## src/rtl/sweep_scheduler_if.sv

```systemverilog
// Requester / FIFO / sweeper signal bundle for the sweep scheduler.
// The slave modport is the scheduler; the master modport drives requests,
// FIFO back-pressure and the sweeper completion pulse.
interface sweep_scheduler_if;
  logic [1:0]  req;
  logic [1:0]  req_mode;
  logic [31:0] req_init_freq0, req_init_freq1;
  logic [15:0] req_cycles0, req_cycles1;
  logic [31:0] req_step0, req_step1;
  logic [1:0]  grant, reject, job_done, job_timeout;
  logic        busy;
  logic        fifo_full;
  logic        fifo_wr_en;
  logic [87:0] fifo_wdata;
  logic        sweep_done;

  modport master (
    output req, req_mode, req_init_freq0, req_init_freq1, req_cycles0, req_cycles1,
           req_step0, req_step1, fifo_full, sweep_done,
    input  grant, reject, job_done, job_timeout, busy, fifo_wr_en, fifo_wdata
  );

  modport slave (
    input  req, req_mode, req_init_freq0, req_init_freq1, req_cycles0, req_cycles1,
           req_step0, req_step1, fifo_full, sweep_done,
    output grant, reject, job_done, job_timeout, busy, fifo_wr_en, fifo_wdata
  );
endinterface

```

## src/rtl/sweep_scheduler.sv

```systemverilog
// Two-requester round-robin scheduler: validates and latches one job at a
// time, writes its packed instruction to the FIFO, then waits for the
// sweeper (with watchdog) or for the PLL dwell time before releasing.
module sweep_scheduler #(
  parameter logic [23:0] WATCHDOG_CYCLES  = 24'd16_000_000,
  parameter logic [23:0] PLL_DWELL_CYCLES = 24'd5_000_000
) (
  input  logic              clk,
  input  logic              reset,
  sweep_scheduler_if.slave  bus
);
  typedef enum logic [1:0] {IDLE, WRITE, WAIT_SWEEP, WAIT_PLL} state_t;

  state_t      state_q, state_d;
  logic        last_q, last_d;          // requester granted most recently
  logic [1:0]  owner_q, owner_d;        // one-hot owner of the job in flight
  logic [87:0] word_q, word_d;          // latched instruction word
  logic [23:0] cnt_q, cnt_d;            // watchdog / dwell counter
  logic [1:0]  grant_q, grant_d, reject_q, reject_d;
  logic [1:0]  done_q, done_d, tmo_q, tmo_d;
  logic        busy_q, busy_d, wr_q, wr_d;
  logic [87:0] wdata_q, wdata_d;

  logic        sel;
  logic [1:0]  sel_oh;
  logic        sel_mode;
  logic [15:0] sel_cycles;
  logic [87:0] sel_word;

  // Round-robin pick and operand mux for the candidate owner
  always_comb begin
    sel        = (bus.req == 2'b11) ? ~last_q : ~bus.req[0];
    sel_oh     = sel ? 2'b10 : 2'b01;
    sel_mode   = bus.req_mode[sel];
    sel_cycles = sel ? bus.req_cycles1 : bus.req_cycles0;
    sel_word   = sel ? {sel_mode, 7'd0, bus.req_init_freq1, bus.req_cycles1, bus.req_step1}
                     : {sel_mode, 7'd0, bus.req_init_freq0, bus.req_cycles0, bus.req_step0};
  end

  // Next-state and registered-output computation
  always_comb begin
    state_d  = state_q;
    last_d   = last_q;
    owner_d  = owner_q;
    word_d   = word_q;
    cnt_d    = cnt_q;
    grant_d  = 2'b00;
    reject_d = 2'b00;
    done_d   = 2'b00;
    tmo_d    = 2'b00;
    busy_d   = busy_q;
    wr_d     = 1'b0;
    wdata_d  = wdata_q;
    case (state_q)
      IDLE: begin
        if (bus.req != 2'b00) begin
          if (!sel_mode && sel_cycles == 16'd0) begin
            // zero-length sweep is refused; pointer stays so fairness is unaffected
            reject_d = sel_oh;
          end else begin
            grant_d = sel_oh;
            owner_d = sel_oh;
            last_d  = sel;
            word_d  = sel_word;
            busy_d  = 1'b1;
            state_d = WRITE;
          end
        end
      end
      WRITE: begin
        if (!bus.fifo_full) begin
          wr_d    = 1'b1;
          wdata_d = word_q;
          cnt_d   = 24'd0;
          state_d = word_q[87] ? WAIT_PLL : WAIT_SWEEP;
        end
      end
      WAIT_SWEEP: begin
        // completion wins over the watchdog when both land together
        if (bus.sweep_done) begin
          done_d  = owner_q;
          busy_d  = 1'b0;
          state_d = IDLE;
        end else if (cnt_q == WATCHDOG_CYCLES - 24'd1) begin
          tmo_d   = owner_q;
          busy_d  = 1'b0;
          state_d = IDLE;
        end else begin
          cnt_d = cnt_q + 24'd1;
        end
      end
      WAIT_PLL: begin
        if (cnt_q == PLL_DWELL_CYCLES - 24'd1) begin
          done_d  = owner_q;
          busy_d  = 1'b0;
          state_d = IDLE;
        end else begin
          cnt_d = cnt_q + 24'd1;
        end
      end
      default: state_d = IDLE;
    endcase
  end

  // State and output registers; reset abandons any job silently
  always_ff @(posedge clk or posedge reset) begin
    if (reset) begin
      state_q  <= IDLE;
      last_q   <= 1'b1;
      owner_q  <= 2'b00;
      word_q   <= '0;
      cnt_q    <= '0;
      grant_q  <= 2'b00;
      reject_q <= 2'b00;
      done_q   <= 2'b00;
      tmo_q    <= 2'b00;
      busy_q   <= 1'b0;
      wr_q     <= 1'b0;
      wdata_q  <= '0;
    end else begin
      state_q  <= state_d;
      last_q   <= last_d;
      owner_q  <= owner_d;
      word_q   <= word_d;
      cnt_q    <= cnt_d;
      grant_q  <= grant_d;
      reject_q <= reject_d;
      done_q   <= done_d;
      tmo_q    <= tmo_d;
      busy_q   <= busy_d;
      wr_q     <= wr_d;
      wdata_q  <= wdata_d;
    end
  end

  assign bus.grant       = grant_q;
  assign bus.reject      = reject_q;
  assign bus.job_done    = done_q;
  assign bus.job_timeout = tmo_q;
  assign bus.busy        = busy_q;
  assign bus.fifo_wr_en  = wr_q;
  assign bus.fifo_wdata  = wdata_q;
endmodule

```

## src/flat_wrapper.sv

```systemverilog
// flat-port wrapper written by rule: the top's interface ports become plain ports
module sweep_scheduler_flat 
#(
  parameter logic [23:0] WATCHDOG_CYCLES  = 24'd16_000_000,
  parameter logic [23:0] PLL_DWELL_CYCLES = 24'd5_000_000
)
  (clk, reset, bus_req, bus_req_mode, bus_req_init_freq0, bus_req_init_freq1, bus_req_cycles0, bus_req_cycles1, bus_req_step0, bus_req_step1, bus_fifo_full, bus_sweep_done, bus_grant, bus_reject, bus_job_done, bus_job_timeout, bus_busy, bus_fifo_wr_en, bus_fifo_wdata);
  sweep_scheduler_if bus_i ();
  input  logic clk;
  input  logic reset;
  input wire logic [$bits(bus_i.req)-1:0] bus_req;
  input wire logic [$bits(bus_i.req_mode)-1:0] bus_req_mode;
  input wire logic [$bits(bus_i.req_init_freq0)-1:0] bus_req_init_freq0;
  input wire logic [$bits(bus_i.req_init_freq1)-1:0] bus_req_init_freq1;
  input wire logic [$bits(bus_i.req_cycles0)-1:0] bus_req_cycles0;
  input wire logic [$bits(bus_i.req_cycles1)-1:0] bus_req_cycles1;
  input wire logic [$bits(bus_i.req_step0)-1:0] bus_req_step0;
  input wire logic [$bits(bus_i.req_step1)-1:0] bus_req_step1;
  input wire logic [$bits(bus_i.fifo_full)-1:0] bus_fifo_full;
  input wire logic [$bits(bus_i.sweep_done)-1:0] bus_sweep_done;
  output wire logic [$bits(bus_i.grant)-1:0] bus_grant;
  output wire logic [$bits(bus_i.reject)-1:0] bus_reject;
  output wire logic [$bits(bus_i.job_done)-1:0] bus_job_done;
  output wire logic [$bits(bus_i.job_timeout)-1:0] bus_job_timeout;
  output wire logic [$bits(bus_i.busy)-1:0] bus_busy;
  output wire logic [$bits(bus_i.fifo_wr_en)-1:0] bus_fifo_wr_en;
  output wire logic [$bits(bus_i.fifo_wdata)-1:0] bus_fifo_wdata;
  assign bus_i.req = bus_req;
  assign bus_i.req_mode = bus_req_mode;
  assign bus_i.req_init_freq0 = bus_req_init_freq0;
  assign bus_i.req_init_freq1 = bus_req_init_freq1;
  assign bus_i.req_cycles0 = bus_req_cycles0;
  assign bus_i.req_cycles1 = bus_req_cycles1;
  assign bus_i.req_step0 = bus_req_step0;
  assign bus_i.req_step1 = bus_req_step1;
  assign bus_i.fifo_full = bus_fifo_full;
  assign bus_i.sweep_done = bus_sweep_done;
  assign bus_grant = bus_i.grant;
  assign bus_reject = bus_i.reject;
  assign bus_job_done = bus_i.job_done;
  assign bus_job_timeout = bus_i.job_timeout;
  assign bus_busy = bus_i.busy;
  assign bus_fifo_wr_en = bus_i.fifo_wr_en;
  assign bus_fifo_wdata = bus_i.fifo_wdata;
  sweep_scheduler #(.WATCHDOG_CYCLES(WATCHDOG_CYCLES), .PLL_DWELL_CYCLES(PLL_DWELL_CYCLES)) u_core (.clk(clk), .reset(reset), .bus(bus_i));
endmodule
```

## config.mk

```make
export PLATFORM = sky130hd
export DESIGN_NAME = sweep_scheduler_flat
export DESIGN_NICKNAME = d
export VERILOG_FILES = /design/src/rtl/sweep_scheduler_if.sv /design/src/rtl/sweep_scheduler.sv /design/src/flat_wrapper.sv
export SDC_FILE = /design/constraint.sdc
export NUM_CORES = 1
export LEC_CHECK = 0
export BUFFER_PORTS_ARGS = -buffer_cell sky130_fd_sc_hd__buf_2
export CAP_MARGIN = 20
export CORE_ASPECT_RATIO = 0.5
export CORE_MARGIN = 8
export CORE_UTILIZATION = 53
export DETAILED_ROUTE_END_ITERATION = 10
export PLACE_DENSITY = 0.81
export SYNTH_ARGS = -nofsm -noshare
export SYNTH_HDL_FRONTEND = slang
export SYNTH_SLANG_ARGS = --single-unit
```

## constraint.sdc

```tcl
create_clock -name clk -period 7 [get_ports clk]
set_clock_uncertainty 0.05 [all_clocks]
set_input_delay 0.35 -clock clk [delete_from_list [all_inputs] [get_ports clk]]
set_output_delay 0.35 -clock clk [all_outputs]
set_load 0.02 [all_outputs]
```

==> impl_results.md <==
- Status: finished with violations
- Failing checks: negative hold slack
- Post-synth top area cell: dfrtp_1
- Slew Viols, Final: 0
- Peak per-stage delay on the critical path: 0.79 ns
- Max Root-Sink Buffers: 3
- Vias in the first global route: 7,621
- Top FF cell, synth: dfrtp_1
- Largest net degree at the start of global routing: 123
- Netlist cell types: 53
- WS Path Type: reg -> reg
- Final min period: 3.39 ns
- Pwr/cell area: 202 nW/um^2
- CTS tree: built
- Initial antenna violation count: 1
- Vias/cell: 5.43
- CTS buffer count: 19
- Synth top area share: 0.532
- CP Capture Type: register
- Via count: 7,332
- Max cap viols: 0
- Achievable clock frequency: 295 MHz
- Least-Margin Pin Slew: 1.07 ns
- Die width: 204 um
- CTS-repair resized insts: 0
- Setup violations, final: 0
- Top cells by count, synth: nand2_1 (273), dfrtp_1 (200), mux2_2 (138)
- Peak VDD IR: 0.000161 V
- Drt wl/cell: 18.2 um
- Setup TNS: 0 ns
- Ys Warns: 0
- Slowest CP cell: o21ai_4
- Layout cells sized above 1: 0.402
- Routed wire length: 24,600 um
- Worst Hold Class: in -> async
- Post-DP HPWL: 17,200 um
- H-tree depth: 1
- Pre-Repair DR Iteration Count: 5
- Rel. slew slack: 0.286
- Worst-path clk slew: 0.07 ns
- Asr flop ratio synth: 1.00
- Antenna Violating Nets Remaining: 0
- Most common cell in the synthesized netlist: nand2_1
- # hold bufs at CTS: 0
- Seq/Total Area, Yosys: 0.535
- Power Total: 2.31 mW
- Synth top area cells: dfrtp_1 (53%), mux2_2 (17%), nand2_1 (11%)
- Congestion Overflow GR: 0
- Synth Cell Area: 9410 sq um
- Clock Tree Root: clkbuf_16
- Die Area: 22,500 sq um
- Final GP Congestion: 0.929
- CP Cell Sequence: o21ai_4, nor3_1, nor3_4, buf_4, buf_12, mux2_2
- # rows: 34
- Layout net count: 1,273
- Clock Latency Late Sink: 0.48 ns
- Static leakage: 6.25 nW
- Setup crit start kind: register
- Final period util: 0.484
- Worst EP required: 7.31 ns
- Crit path DAT: 3.70 ns
- CP max FO: 42
- Number of hold violations in the final report: 1
- Cells after synthesis: 868
- EDFF count, synth: 0
- Sink Count: 201
- Initial drt markers: 529
- Syn_area_per_cell: 10.8 sq um
- Post-CTS setup buffer count: 0
- Hold WS: -0.00102 ns
- DRC viols: 0
- Port Buf Inserts: 258
- RSZ-0062 raised after global routing: no
- First-pass GRT wire length: 39,300 um
- Register bit total from synthesis: 201
- Die height: 110 um
- Initial Utilization: 0.541
- Gr usage total: 0.215
- Io pins: 266
- CORE AREA: 17,400 sq um
- Area delta synth->final: 21.2%
## final timing paths
kind / slack [ns] / depth (start not counted) / startpoint / endpoint
max: 3.61 / 6 / u_core.last_q$_DFFE_PP1P_ / u_core.word_q[35]$_DFFE_PP0P_
min: -0.001 / 2 / reset / u_core.bus.fifo_wdata[30]$_DFFE_PP0P_
max reg2reg: 3.61 / 6 / u_core.last_q$_DFFE_PP1P_ / u_core.word_q[35]$_DFFE_PP0P_
min reg2reg: 0.41 / 2 / u_core.word_q[33]$_DFFE_PP0P_ / u_core.bus.fifo_wdata[33]$_DFFE_PP0P_
max in group asynchronous: 5.39 / 3 / reset / u_core.cnt_q[19]$_DFFE_PP0P_
min in group clk: 0.17 / 3 / bus_req_step0[0] / u_core.word_q[0]$_DFFE_PP0P_
## power by group
group          internal (mW)  total [mW]  switching, mW
Combinational         0.0687       0.136         0.0672
Clock                  0.564        1.01          0.447
Sequential              1.16        1.16              0
Total                   1.79        2.31          0.514
## stage by stage
| stage | instances | cell area (sq um) | utilization | worst slack (ns) |
|---|---|---|---|---|
| after floorplan | 874 | 9430 | - | 1.12 |
| after global placement | 1316 | 10800 | 0.619 | 3.53 |
| after detailed placement | 1316 | 10800 | 0.619 | 3.39 |
| after CTS | 1349 | 11400 | 0.654 | 3.56 |
| after global routing | 1351 | 11400 | 0.655 | 3.49 |
| final | 1351 | 11400 | 0.655 | 3.61 |
## cell type report
type	instances	area [sq um]
diodes	1	2.50
clock buffers	23	510
clock inverters	10	96.3
fillers	1354	5990
inverters	6	30.0
multi-input cells	612	4090
flip-flops and latches	201	5030
well taps	234	293
repair buffers	264	1350
## sequential cells by signal, summed over array words and instances, names as in the netlist
signal	flops
u_core.bus.job_timeout	2
u_core.bus.fifo_wdata	81
u_core.bus.fifo_wr_en	1
u_core.last_q	1
u_core.cnt_q	24
u_core.owner_q	2
u_core.bus.job_done	2
u_core.state_q	2
u_core.word_q	81
u_core.bus.grant	2
u_core.bus.busy	1
u_core.bus.reject	2
## cell usage in the layout, fill, tap and decap left out, types with 3 or more instances in the layout
master,instances
buf_2,258
xor2_1,5
dfrtp_1,200
nor2b_1,4
mux2i_1,13
and2_1,3
mux2_2,138
mux2_1,26
clkinvlp_4,4
nand4_1,16
a21oi_1,7
and3_1,9
o21ai_0,7
and3b_1,3
conb_1,7
inv_1,4
nand2_1,273
o22ai_1,3
a211oi_1,5
nor4_1,9
a2111o_1,4
nand2b_1,7
and4_1,5
nor3_1,4
clkbuf_16,19
buf_4,5
nand3_1,12
nor2_1,20
## kinds of logic (layout without fill, tap and decap cells)
logic type	Yosys count	in the layout	synth area share
compound gates	42	42	0.0336
xor+xnor	6	6	0.00559
fa+ha+maj	1	1	0.00133
buf+inv	61	303	0.0350
flops	201	201	0.535
mux	177	177	0.210
other cells	1	8	0.000399
simple gates	379	379	0.179
## metal layers
metal  part of all wire  GRT usage  vias up
met1               0.42      0.266     3610
met4              0.022     0.0623        0
met3              0.063     0.0420       47
li1                   -          -     3419
met5                  0          0        -
met2               0.50      0.384      256
## critical path: cells and delay by family (launching register included)
family / cells / cell delay, ns
and+or+nand+nor: 2 / 0.74
AOI/OAI and AO/OA: 1 / 0.79
buffers and inverters: 2 / 0.87
muxes: 1 / 0.38
DFF: 1 / 0.38
No activity file was read; power rests on OpenSTA's default activity.
